File: config.mk
export PLATFORM = sky130hd
export DESIGN_NAME = iic_mas_buf
export DESIGN_NICKNAME = d
export VERILOG_FILES = /design/src/rtl/iic_mas_buf.sv
export SDC_FILE = /design/constraint.sdc
export NUM_CORES = 1
export LEC_CHECK = 0
export ABC_CLOCK_PERIOD_IN_PS = 3150
export CORE_MARGIN = 2
export CORE_UTILIZATION = 58
export CTS_BUF_LIST = sky130_fd_sc_hd__clkbuf_16
export DETAILED_ROUTE_END_ITERATION = 10
export PLACE_DENSITY_LB_ADDON = 0.15
export SYNTH_ARGS = -nofsm -noshare
export SYNTH_HDL_FRONTEND = slang
export SYNTH_SLANG_ARGS = --single-unit
File: constraint.sdc
create_clock -name clk -period 3.15 [get_ports clk]
set_input_delay 0.4725 -clock clk [delete_from_list [all_inputs] [get_ports clk]]
set_output_delay 0.4725 -clock clk [all_outputs]
set_load 0.02 [all_outputs]
File: src/rtl/iic_mas_buf.sv
// Byte buffer and bit-rate stage in front of the IIC master: clk_ref divider,
// TX/RX byte FIFOs driven by the master's byte-boundary strobe, and an
// auto-release pulse for master_rw_done.
module iic_mas_buf #(
  parameter int unsigned DEPTH = 8,
  parameter int unsigned AW    = 3
) (
  input  logic          clk,
  input  logic          reset_n,
  input  logic [15:0]   prescale,
  input  logic          fifo_clr,
  input  logic          tx_wr,
  input  logic [7:0]    tx_wdata,
  input  logic          rx_rd,
  output logic [7:0]    rx_rdata,
  output logic [AW:0]   tx_level,
  output logic [AW:0]   rx_level,
  output logic          tx_full,
  output logic          rx_empty,
  output logic          tx_underrun,
  output logic          rx_overflow,
  input  logic          err_clr,
  input  logic [3:0]    cpu_command,
  input  logic          mast_iic_rw1,
  input  logic          master_rw_done,
  input  logic [7:0]    data_iicm_2_8032,
  output logic [7:0]    data_8032_2_iicm,
  output logic          rel_mst_rw,
  output logic          clk_ref
);

  localparam logic [AW:0] FullLvl = (AW + 1)'(DEPTH);

  // ---------------------------------------------------------------------------
  // Reference clock divider
  // ---------------------------------------------------------------------------
  logic [15:0] div_cnt_q, div_cnt_d;
  logic        clk_ref_q, clk_ref_d;

  // Count up to prescale, then wrap and toggle; a lowered prescale simply
  // forces the next cycle to be a toggle, so no sub-cycle pulse can appear.
  always_comb begin
    div_cnt_d = div_cnt_q + 16'd1;
    clk_ref_d = clk_ref_q;
    if (div_cnt_q >= prescale) begin
      div_cnt_d = '0;
      clk_ref_d = ~clk_ref_q;
    end
  end

  // Divider state register.
  always_ff @(posedge clk or negedge reset_n) begin
    if (!reset_n) begin
      div_cnt_q <= '0;
      clk_ref_q <= 1'b0;
    end else begin
      div_cnt_q <= div_cnt_d;
      clk_ref_q <= clk_ref_d;
    end
  end

  assign clk_ref = clk_ref_q;

  // ---------------------------------------------------------------------------
  // Edge detect on the byte strobe and on master_rw_done
  // ---------------------------------------------------------------------------
  logic rw1_q, rw_evt_q;
  logic done_q, rel_q;

  // One registered event per rising edge, regardless of how long the level lasts.
  always_ff @(posedge clk or negedge reset_n) begin
    if (!reset_n) begin
      rw1_q    <= 1'b0;
      rw_evt_q <= 1'b0;
      done_q   <= 1'b0;
      rel_q    <= 1'b0;
    end else begin
      rw1_q    <= mast_iic_rw1;
      rw_evt_q <= mast_iic_rw1 & ~rw1_q;
      done_q   <= master_rw_done;
      rel_q    <= master_rw_done & ~done_q;
    end
  end

  assign rel_mst_rw = rel_q;

  // ---------------------------------------------------------------------------
  // Transfer control
  // ---------------------------------------------------------------------------
  logic wr_mode, rd_mode;
  logic tx_empty, rx_full;
  logic tx_pop_req, tx_pop, tx_push;
  logic rx_push_req, rx_push, rx_pop;

  assign wr_mode = (cpu_command[1:0] == 2'b01);
  assign rd_mode = cpu_command[1];

  logic [AW:0] tx_lvl_q, tx_lvl_d;
  logic [AW:0] rx_lvl_q, rx_lvl_d;

  assign tx_empty = (tx_lvl_q == '0);
  assign tx_full  = (tx_lvl_q == FullLvl);
  assign rx_empty = (rx_lvl_q == '0);
  assign rx_full  = (rx_lvl_q == FullLvl);

  // A flush wins over every push and pop in the same cycle.
  assign tx_pop_req  = rw_evt_q & wr_mode & ~fifo_clr;
  assign tx_pop      = tx_pop_req & ~tx_empty;
  assign tx_push     = tx_wr & ~tx_full & ~fifo_clr;
  assign rx_push_req = rw_evt_q & rd_mode & ~fifo_clr;
  assign rx_push     = rx_push_req & ~rx_full;
  assign rx_pop      = rx_rd & ~rx_empty & ~fifo_clr;

  // ---------------------------------------------------------------------------
  // FIFO pointers, levels, flags and the transmit data register
  // ---------------------------------------------------------------------------
  logic [AW-1:0] tx_wr_ptr_q, tx_wr_ptr_d, tx_rd_ptr_q, tx_rd_ptr_d;
  logic [AW-1:0] rx_wr_ptr_q, rx_wr_ptr_d, rx_rd_ptr_q, rx_rd_ptr_d;
  logic          tx_underrun_q, tx_underrun_d;
  logic          rx_overflow_q, rx_overflow_d;
  logic [7:0]    tx_data_q, tx_data_d;
  logic [7:0]    tx_mem_q [DEPTH];
  logic [7:0]    rx_mem_q [DEPTH];

  // Next-state for pointers and levels; pointers wrap naturally at DEPTH.
  always_comb begin
    tx_wr_ptr_d = tx_wr_ptr_q;
    tx_rd_ptr_d = tx_rd_ptr_q;
    rx_wr_ptr_d = rx_wr_ptr_q;
    rx_rd_ptr_d = rx_rd_ptr_q;
    tx_lvl_d    = tx_lvl_q;
    rx_lvl_d    = rx_lvl_q;
    if (fifo_clr) begin
      tx_wr_ptr_d = '0;
      tx_rd_ptr_d = '0;
      rx_wr_ptr_d = '0;
      rx_rd_ptr_d = '0;
      tx_lvl_d    = '0;
      rx_lvl_d    = '0;
    end else begin
      if (tx_push) tx_wr_ptr_d = tx_wr_ptr_q + 1'b1;
      if (tx_pop)  tx_rd_ptr_d = tx_rd_ptr_q + 1'b1;
      if (rx_push) rx_wr_ptr_d = rx_wr_ptr_q + 1'b1;
      if (rx_pop)  rx_rd_ptr_d = rx_rd_ptr_q + 1'b1;
      if (tx_push && !tx_pop) tx_lvl_d = tx_lvl_q + 1'b1;
      if (!tx_push && tx_pop) tx_lvl_d = tx_lvl_q - 1'b1;
      if (rx_push && !rx_pop) rx_lvl_d = rx_lvl_q + 1'b1;
      if (!rx_push && rx_pop) rx_lvl_d = rx_lvl_q - 1'b1;
    end
  end

  // Sticky error flags; either clear beats a same-cycle set.
  always_comb begin
    tx_underrun_d = tx_underrun_q;
    rx_overflow_d = rx_overflow_q;
    if (fifo_clr || err_clr) begin
      tx_underrun_d = 1'b0;
      rx_overflow_d = 1'b0;
    end else begin
      if (tx_pop_req && tx_empty) tx_underrun_d = 1'b1;
      if (rx_push_req && rx_full) rx_overflow_d = 1'b1;
    end
  end

  // Transmit byte register: loads only on a real pop, so a flush leaves it alone.
  always_comb begin
    tx_data_d = tx_data_q;
    if (tx_pop) tx_data_d = tx_mem_q[tx_rd_ptr_q];
  end

  // Control state register.
  always_ff @(posedge clk or negedge reset_n) begin
    if (!reset_n) begin
      tx_wr_ptr_q   <= '0;
      tx_rd_ptr_q   <= '0;
      rx_wr_ptr_q   <= '0;
      rx_rd_ptr_q   <= '0;
      tx_lvl_q      <= '0;
      rx_lvl_q      <= '0;
      tx_underrun_q <= 1'b0;
      rx_overflow_q <= 1'b0;
      tx_data_q     <= 8'h00;
    end else begin
      tx_wr_ptr_q   <= tx_wr_ptr_d;
      tx_rd_ptr_q   <= tx_rd_ptr_d;
      rx_wr_ptr_q   <= rx_wr_ptr_d;
      rx_rd_ptr_q   <= rx_rd_ptr_d;
      tx_lvl_q      <= tx_lvl_d;
      rx_lvl_q      <= rx_lvl_d;
      tx_underrun_q <= tx_underrun_d;
      rx_overflow_q <= rx_overflow_d;
      tx_data_q     <= tx_data_d;
    end
  end

  // Storage arrays; cleared on reset so no stale byte survives a mid-transfer reset.
  always_ff @(posedge clk or negedge reset_n) begin
    if (!reset_n) begin
      for (int unsigned i = 0; i < DEPTH; i++) begin
        tx_mem_q[i] <= 8'h00;
        rx_mem_q[i] <= 8'h00;
      end
    end else begin
      if (tx_push) tx_mem_q[tx_wr_ptr_q] <= tx_wdata;
      if (rx_push) rx_mem_q[rx_wr_ptr_q] <= data_iicm_2_8032;
    end
  end

  assign tx_level         = tx_lvl_q;
  assign rx_level         = rx_lvl_q;
  assign tx_underrun      = tx_underrun_q;
  assign rx_overflow      = rx_overflow_q;
  assign data_8032_2_iicm = tx_data_q;
  // Show-ahead head of RX, forced to zero when nothing is stored.
  assign rx_rdata         = rx_empty ? 8'h00 : rx_mem_q[rx_rd_ptr_q];

endmodule

==> results of run 1 <==
==> logic make-up (layout without fill, tap and decap cells) <==
family / Yosys count / count (layout)
flops: 179 / 179
fa+ha+maj: 25 / 25
compound gates: 40 / 40
mux: 183 / 183
buf+inv: 50 / 146
simple gates: 142 / 142
xor+xnor: 28 / 28
==> power by group through the flow <==
stage          sequential, mW  clock, mW  combinational [mW]
2_1_floorplan            2.90          0                1.01
3_3_place_gp             2.88          0                1.57
3_5_place_dp             2.91          0                1.63
4_1_cts                  2.87       1.99                1.64
5_1_grt                  2.91       2.10                1.76
6_report                 2.87       1.95                1.62
==> layout make-up <==
class	instances	area share, %
Tap cell	184	2.25
Sequential cell	179	43.7
Inverter	24	0.880
Multi-Input combinational cell	418	39.3
Clock buffer	17	4.15
Timing Repair Buffer	91	8.58
Clock inverter	14	1.15
==> state kept, by name, summed over array words and instances (netlist names) <==
register and count:
rx_mem_q 64, tx_mem_q 64, div_cnt_q 16, data_8032_2_iicm 8, rx_level 4, tx_level 4, rx_rd_ptr_q 3, rx_wr_ptr_q 3
tx_rd_ptr_q 3, tx_wr_ptr_q 3, clk_ref 1, done_q 1, rel_mst_rw 1, rw1_q 1, rw_evt_q 1, rx_overflow 1
tx_underrun 1
==> Yosys cell counts, types with 3 or more instances <==
master	count
nand2b_1	4
nand3_1	14
mux2i_1	22
nand4_1	5
xnor2_1	7
xor2_1	20
dfrtp_1	179
mux2_2	129
buf_2	6
a31oi_1	5
ha_1	25
nor3_1	8
and3_1	4
buf_1	6
nor2b_1	6
nand2_1	22
a21oi_1	15
a311oi_1	3
nor2_1	54
mux4_2	32
nor4b_4	3
inv_1	23
a21o_1	3
o21ai_0	6
clkbuf_1	12
==> layer usage <==
layer | track usage (%) | routed length, um | up-vias
li1 | - | - | 2503
met1 | 28.2 | 7300 | 2798
met2 | 41.1 | 9410 | 114
met3 | 5.61 | 684 | 16
met4 | 5.49 | 178 | 0
met5 | 0 | 0 | -
==> worst max-delay path: cells and delay by family (launching register included) <==
family	cells	cell delay, ns
buffers and inverters	2	0.84
and+or+nand+nor	1	0.07
muxes	2	0.74
DFF	1	0.42
==> worst paths after layout <==
kind,start,endpoint,depth (start not counted)
max in group asynchronous,reset_n,rx_mem_q[36],2
worst min-delay path,reset_n,div_cnt_q[7],1
worst max register to register,rx_level[1],rx_level[3],6
worst min register to register,rw1_q,rw_evt_q,1
worst max-delay path,rx_rd_ptr_q[0],rx_rdata[5],5
min in group clk,rw1_q,rw_evt_q,1
==> repair_timing <==
| item | CTS | global route |
|---|---|---|
| setup buffers | 0 | 0 |
| resized for setup | 0 | 1 |
| endpoints found under the setup margin | 0 | 1 |
==> metrics by stage <==
step	power (mW)	std cells	utilization, %
after floorplan	3.90	647	-
after global placement	4.45	896	66.5
after detailed placement	4.54	896	66.5
after CTS	6.51	927	70.2
after global routing	6.77	927	70.2
final	6.45	927	70.2
==> results_dict.tcl, run 1 <==
set metrics [dict create \
    outcome "finished clean" \
    cts_sinks 179 \
    timing.fmax_mhz 337 \
    clock_skew_ns 0.00849 \
    slew_violations 0 \
    synth-xor-area-share_pct 2.90 \
    pre_cts_ws_ns 0.300 \
    critical_path.max_stage_delay_ns 0.56 \
    synthSimpleGateAreaFrac_pct 9.29 \
    path_clk_slew_ns 0.06 \
    grt_pass1_vias 5684 \
    dr.pass1.iters 4 \
    period_needed_ns 2.97 \
    final_layout_size_suffix_gt1_share_pct 31.2 \
    n_fill_cell 978 \
    clockRootBuffer "clkbuf_16" \
    io_pins 74 \
    yosysTopAreaCell "dfrtp_1" \
    synth_top_family_by_area "multiplexers" \
    cts_inserted_buffers 17 \
    critPathRequiredTime_ns 2.68 \
    netlist_top_cells_area "dfrtp_1, mux2_2, mux4_2" \
    crit_path_top_delay_cell "clkdlybuf4s50_1" \
    crit_arrival_ns 2.49 \
    grt.total_usage_pct 23.0 \
    drtAntennaViolNets 0 \
    synth_top_area_share_pct 51.5 \
    rows 44 \
    start_kind "register" \
    num_vias 5431 \
    regArea_um2 4480 \
    hold_class "input pin to async pin" \
    power_density_nw_per_um2 630 \
    grt_first_pass_wirelength_um 28600 \
    ir_drop_v 0.000409 \
    tns_ns 0 \
    ys_seq_elements 179 \
    syn2layout_area_growth_pct 17.7 \
    synth_edf_count 0 \
    drv_cap 0 \
    synth_nets 716 \
    multi_input_area_um2 4020 \
    numPortBuffers 71 \
    antenna_found_initial 0 \
    yosysWarnings 0 \
    p_sw_mw 1.90 \
    yosysSeqAreaShare_pct 51.5 \
    clkPwrFrac_pct 30.3 \
    period_share_pct 94.2 \
    internal_power_mw 4.55 \
    clk_path_buf_depth 2 \
    path_max_fanout 16 \
    antenna_cells 0 \
    first_iter_violations 299 \
    slew_headroom_pct 40.0 \
    worstSetupPathType "register to output pin" \
    cts_tree "built" \
    synth_compound_area_share_pct 2.89 \
    place_congestion 0.824 \
    layout_common_cells "dfrtp_1, mux2_2, clkdlybuf4s50_1, nor2_1, mux4_2" \
    synth.area.mux_share_pct 27.5 \
    synth_area_um2 8700 \
    wl_per_cell_um 19.0 \
    grt_max_degree 92 \
    ctsHtreeMaxLevel 4 \
    timing.reg2reg.setup_slack_ns 0.62 \
    critPathCaptureType "output pin" \
    synth-main-ff-cell "dfrtp_1" \
    rsz0062_at_grt "false" \
    dieArea_um2 16000 \
    die_h_um 126 \
    wl_um 17600 \
    synth.avg_cell_area_um2 13.4 \
    mostFrequentLayoutCell "dfrtp_1" \
    fin_area_um2 10200 \
    vias_per_cell 5.86 \
    drcViolationCount 0 \
    async_flop_share_pct 100 \
    overflow 0 \
    place_area_um2 9700 \
    netSwitchingFraction_pct 29.4 \
    core_area_um2 14600 \
    hpwlAfterDp_um 11600 \
    syn_inst 647 \
    clock_latency_ns 0.42 \
    leakagePower_nw 4.69 \
    seqPwrFrac_pct 44.5 \
    path_cells "buf_6 -> mux4_2 -> mux2i_1 -> nor2_1 -> clkdlybuf4s50_1" \
    die_w_um 126 \
    setup_slack_ns 0.183 \
    hold_violations 0 \
    start_util_pct 59.6 \
    setup_viol 0 \
    ys_types 50 \
    finalNetCount 800 \
    worst_pin_slew_ns 0.900 \
    hold_slack_ns 0.121 \
    hold_buffers 0 \
    p_comb_share_pct 25.2 \
    synth_fa_ha_area_share_pct 3.60 \
]
Note: power is estimated with default switching activity, not from simulation.
==> inputs of run 2 (changes only) <==
--- a/config.mk
+++ b/config.mk
@@ -5,12 +5,12 @@
 export SDC_FILE = /design/constraint.sdc
 export NUM_CORES = 1
 export LEC_CHECK = 0
-export ABC_CLOCK_PERIOD_IN_PS = 3150
 export CORE_MARGIN = 2
 export CORE_UTILIZATION = 58
 export CTS_BUF_LIST = sky130_fd_sc_hd__clkbuf_16
 export DETAILED_ROUTE_END_ITERATION = 10
 export PLACE_DENSITY_LB_ADDON = 0.15
+export SLEW_MARGIN = 25
 export SYNTH_ARGS = -nofsm -noshare
 export SYNTH_HDL_FRONTEND = slang
 export SYNTH_SLANG_ARGS = --single-unit
==> constraint.sdc (replaced) <==
create_clock -name clk -period 2.85 [get_ports clk]
set_input_delay 0.4275 -clock clk [delete_from_list [all_inputs] [get_ports clk]]
set_output_delay 0.4275 -clock clk [all_outputs]
set_load 0.02 [all_outputs]
==> run 2 against run 1 <==
Cell area rose by 0.79%; core utilization rose by 0.56 points; die area unchanged; via count decreased by 1.2%; routed wire length shrank 2.0%; first-iteration DRC count shrank 8.4%; register-to-register slack got worse by 0.22 ns; clock power increased by 14%; cell count is 0.65% higher; sequential share of layout area fell by 0.32 points; combinational power grew 10%; critical path type unchanged; critical endpoint is now rx_rdata[2]; highest routed layer unchanged.
==> results_dict.tcl, run 2 (same netlist as run 1, synthesis figures left out) <==
set metrics [dict create \
    outcome "finished clean" \
    critPathCaptureType "output pin" \
    die_w_um 126 \
    overflow 0 \
    start_kind "register" \
    hpwlAfterDp_um 11700 \
    whs_path_depth 1 \
    rsz0062_at_grt "false" \
    path_clk_slew_ns 0.06 \
    place_congestion 0.839 \
    total_power_mw 7.20 \
    crit_arrival_ns 2.32 \
    top_regs "rx_mem_q: 64 flops, tx_mem_q: 64 flops, div_cnt_q: 16 flops" \
    vias_per_cell 5.75 \
    die_h_um 126 \
    power_density_nw_per_um2 697 \
    path_max_fanout 16 \
    period_needed_ns 2.74 \
    setup_viol 0 \
    cts_setup_buffers 0 \
    clock_skew_ns 0.00781 \
    p_comb_share_pct 24.8 \
    dieArea_um2 16000 \
    internal_power_mw 5.13 \
    timing.fmax_mhz 365 \
    clock_latency_ns 0.42 \
    num_vias 5367 \
    grt_max_degree 60 \
    dr.pass1.iters 4 \
    cts_tree "built" \
    start_util_pct 59.6 \
    p_sw_mw 2.07 \
    timing.reg2reg.setup_slack_ns 0.40 \
    antenna_found_initial 0 \
    period_share_pct 96.3 \
    place_area_um2 9750 \
    io_pins 74 \
    worst_pin_slew_ns 0.894 \
    final_layout_size_suffix_gt1_share_pct 32.0 \
    numPortBuffers 71 \
    drv_cap 0 \
    mostFrequentLayoutCell "dfrtp_1" \
    seqPwrFrac_pct 44.1 \
    finalNetCount 806 \
    grt_first_pass_wirelength_um 29000 \
    cts_sinks 179 \
    grt.total_usage_pct 23.1 \
    rows 44 \
    worstSetupPathType "register to output pin" \
    first_iter_violations 274 \
    whs_endpoint "rel_mst_rw" \
    core_area_um2 14600 \
    layout_common_cells "dfrtp_1, mux2_2, clkdlybuf4s50_1, nor2_1, mux4_2" \
    antenna_cells 0 \
    grt_pass1_vias 5766 \
    wl_um 17200 \
    syn2layout_area_growth_pct 18.7 \
    min-delay-start "done_q" \
    cts_inserted_buffers 17 \
    slew_violations 0 \
    hold_slack_ns 0.398 \
    timing.rr.end "tx_level[3]" \
    drtAntennaViolNets 0 \
    crit_path_top_delay_cell "clkdlybuf4s50_1" \
    slew_headroom_pct 40.4 \
    tns_ns 0 \
    critPathRequiredTime_ns 2.42 \
    ctsHtreeMaxLevel 4 \
    clkPwrFrac_pct 31.0 \
    path_cells "buf_12 -> mux4_2 -> mux2i_1 -> nor2_1 -> clkdlybuf4s50_1" \
    drcViolationCount 0 \
    rr_worst_depth 9 \
    hold_violations 0 \
    critical_path.max_stage_delay_ns 0.53 \
    wl_per_cell_um 18.5 \
    ir_drop_v 0.000535 \
    r2r-start "tx_level[1]" \
    netSwitchingFraction_pct 28.8 \
    clockRootBuffer "clkbuf_16" \
    leakagePower_nw 4.74 \
    clk_path_buf_depth 2 \
    hold_class "register to register" \
    fin_area_um2 10300 \
]
[run 2: worst max path at each step]
stage | startpoint | endpoint | depth (start not counted)
3_3_place_gp | prescale[11] | div_cnt_q[14] | 9
3_5_place_dp | prescale[9] | div_cnt_q[8] | 9
5_1_grt | rx_rd_ptr_q[0] | rx_rdata[7] | 5
6_report | rx_rd_ptr_q[0] | rx_rdata[2] | 5
2_1_floorplan | tx_level[1] | tx_level[3] | 12
4_1_cts | rx_rd_ptr_q[0] | rx_rdata[2] | 5
[run 2: metrics by stage]
stage               utilization [%]  cells  setup slack (ns)
floorplan                         -    647             0.248
global placement               66.8    901             0.123
detailed placement             66.8    901           0.00423
CTS                            70.7    933            0.0221
global route                   70.8    933           0.00179
finish                         70.8    933             0.107
[run 2: cell type report]
class	instances	area [um^2]
clock buffer	17	425
clock inverter	14	140
fill	1005	4270
inverter	24	91.3
multi-input combinational	418	4020
sequential	179	4480
tap	184	230
timing repair buffer	97	933
[run 2: critical path, delay by kind of cell, from the launching register on]
kind,cells,cell delay [ns]
buffers and inverters,2,0.72
flip-flops,1,0.41
AND/OR/NAND/NOR,1,0.07
multiplexers,2,0.69
[run 2: what timing repair did]
| item | CTS | global route |
|---|---|---|
| setup endpoints to repair | 8 | 8 |
| hold buffers | 1 | 0 |
| endpoints found under the hold margin | 56 | 0 |
| resized for setup | 2 | 2 |
[run 2: power by group through the flow]
| stage | logic (mW) | registers [mW] | clock network, mW |
|---|---|---|---|
| finish | 1.79 | 3.18 | 2.23 |
| global route | 1.95 | 3.23 | 2.39 |
| CTS | 1.82 | 3.18 | 2.28 |
| detailed placement | 1.81 | 3.22 | 0 |
| global placement | 1.75 | 3.19 | 0 |
| floorplan | 1.11 | 3.20 | 0 |
[run 2: routing by layer]
| metal | GRT usage, % | wire [um] | vias to the layer above |
|---|---|---|---|
| met1 | 29.6 | 7470 | 2765 |
| met2 | 40.5 | 9160 | 72 |
| met3 | 4.98 | 480 | 10 |
| met5 | 0 | 0 | - |
| met4 | 5.24 | 123 | 0 |
| li1 | - | - | 2520 |
==> inputs of run 3 (changes only) <==
--- a/config.mk
+++ b/config.mk
@@ -9,6 +9,7 @@
 export CORE_UTILIZATION = 58
 export CTS_BUF_LIST = sky130_fd_sc_hd__clkbuf_16
 export DETAILED_ROUTE_END_ITERATION = 10
+export MAX_ROUTING_LAYER = met4
 export PLACE_DENSITY_LB_ADDON = 0.15
 export SLEW_MARGIN = 25
 export SYNTH_ARGS = -nofsm -noshare
==> run 3 against run 2 <==
Clock power hardly changed; count of clock-buffer cells in the layout is the same; worst setup slack hardly changed; routed wire length grew 0.56%; non-clock buffer count unchanged; core utilization unchanged; clock skew about the same; cell count unchanged.
==> results_dict.tcl, run 3 (same netlist as run 1, synthesis figures left out) <==
set metrics [dict create \
    period_share_pct 96.3 \
    outcome "finished clean" \
    drcViolationCount 0 \
    worst_pin_slew_ns 0.924 \
    p_sw_mw 2.07 \
    wl_um 17300 \
    clk_path_buf_depth 2 \
    netSwitchingFraction_pct 28.8 \
    io_pins 74 \
    top_regs "rx_mem_q: 64 flops, tx_mem_q: 64 flops, div_cnt_q: 16 flops" \
    drv_cap 0 \
    path_clk_slew_ns 0.06 \
    finalNetCount 806 \
    mostFrequentLayoutCell "dfrtp_1" \
    antenna_found_initial 0 \
    core_area_um2 14600 \
    clock_skew_ns 0.00793 \
    whs_path_depth 1 \
    final_layout_size_suffix_gt1_share_pct 32.0 \
    setup_slack_ns 0.107 \
    rr_worst_depth 9 \
    vias_per_cell 5.76 \
    start_kind "register" \
    place_congestion 0.852 \
    first_iter_violations 309 \
    grt_max_degree 60 \
    grt_pass1_vias 5785 \
    path_cells "buf_12 -> mux4_2 -> mux2i_1 -> nor2_1 -> clkdlybuf4s50_1" \
    critPathTopFamily "buffers and inverters" \
    power_density_nw_per_um2 697 \
    die_h_um 126 \
    setup_viol 0 \
    num_vias 5376 \
    grt.total_usage_pct 23.8 \
    seqPwrFrac_pct 44.1 \
    critical_path.max_stage_delay_ns 0.53 \
    ctsHtreeMaxLevel 4 \
    hold_violations 0 \
    syn2layout_area_growth_pct 18.7 \
    cts_tree "built" \
    crit_path_top_delay_cell "clkdlybuf4s50_1" \
    leakagePower_nw 4.74 \
    layout_common_cells "dfrtp_1, mux2_2, clkdlybuf4s50_1, nor2_1, mux4_2" \
    cp.depth 5 \
    crit_arrival_ns 2.32 \
    clockRootBuffer "clkbuf_16" \
    dieArea_um2 16000 \
    wl_per_cell_um 18.6 \
    slew_violations 0 \
    pre_cts_ws_ns 0.00423 \
    final_cells 933 \
    worstSetupPathType "register to output pin" \
    rows 44 \
    path_max_fanout 16 \
    clock_latency_ns 0.42 \
    dr.pass1.iters 5 \
    path_buf_inv 2 \
    internal_power_mw 5.13 \
    rsz0062_at_grt "false" \
    numPortBuffers 71 \
    antenna_cells 0 \
    ir_drop_v 0.000535 \
    hpwlAfterDp_um 11700 \
    timing.fmax_mhz 364 \
    clkPwrFrac_pct 31.0 \
    p_comb_share_pct 24.8 \
    critPathRequiredTime_ns 2.42 \
    hold_class "register to register" \
    cts_setup_buffers 0 \
    grt_first_pass_wirelength_um 28900 \
    overflow 0 \
    drtAntennaViolNets 0 \
    critPathCaptureType "output pin" \
    die_w_um 126 \
    cts_inserted_buffers 17 \
    cts_sinks 179 \
    start_util_pct 59.6 \
    slew_headroom_pct 38.4 \
    total_power_mw 7.20 \
    period_needed_ns 2.74 \
    tns_ns 0 \
    dp_cells 901 \
]
-- run 3: cell counts in the layout (fill, tap and decap cells not counted) --
Identical to the previous run, type by type.
-- run 3: per-layer routing --
| layer | up-vias | global-route usage [%] | part of all wire, % |
|---|---|---|---|
| li1 | 2515 | - | - |
| met1 | 2774 | 29.6 | 43 |
| met2 | 73 | 40.5 | 53 |
| met3 | 14 | 5.06 | 2.7 |
| met4 | 0 | 5.24 | 0.93 |
| met5 | - | - | 0 |
-- run 3: worst register-to-register path: stages (launching register included) --
cell and delay, ns:
dfrtp_1 0.49, nor4b_4 0.40, nand2b_1 0.23, nand2_1 0.11
inv_1 0.07, ha_1 0.26, a31oi_1 0.19, nor3_1 0.06
a31oi_1 0.17, mux2_2 0.35
-- run 3: worst paths after layout --
kind,end,start,slack (ns)
worst max-delay path,rx_rdata[2],rx_rd_ptr_q[0],0.11
worst min-delay path,rel_mst_rw,done_q,0.40
worst max register to register,tx_level[3],tx_level[1],0.40
worst min register to register,rel_mst_rw,done_q,0.40
max in group asynchronous,tx_mem_q[31],reset_n,1.48
min in group asynchronous,div_cnt_q[6],reset_n,0.53
-- run 3: through the flow --
stage               hold WS, ns  instance area, um^2  utilization (%)
floorplan                 0.132                 8700                -
global placement          0.385                 9750             66.8
detailed placement        0.395                 9750             66.8
CTS                       0.404                10300             70.7
global route              0.416                10300             70.8
finish                    0.398                10300             70.8
-- run 3: repair_timing --
item	CTS	global route
endpoints found under the hold margin	56	0
setup endpoints to repair	8	8
pin swaps	0	0
cloned	0	0
gates resized for setup	2	2
hold buffers	1	0
-- run 3: cell type report --
type / instances / area, um^2
clock buffers: 17 / 425
repair buffers: 97 / 933
inverters: 24 / 91.3
clock inverters: 14 / 140
fillers: 1005 / 4270
flip-flops and latches: 179 / 4480
well taps: 184 / 230
multi-input cells: 418 / 4020
-- run 3: power by group through the flow --
stage	clock (mW)	sequential [mW]	combinational, mW
6_report	2.23	3.18	1.79
5_1_grt	2.39	3.23	1.95
4_1_cts	2.28	3.18	1.82
3_5_place_dp	0	3.22	1.81
3_3_place_gp	0	3.19	1.75
2_1_floorplan	0	3.20	1.11
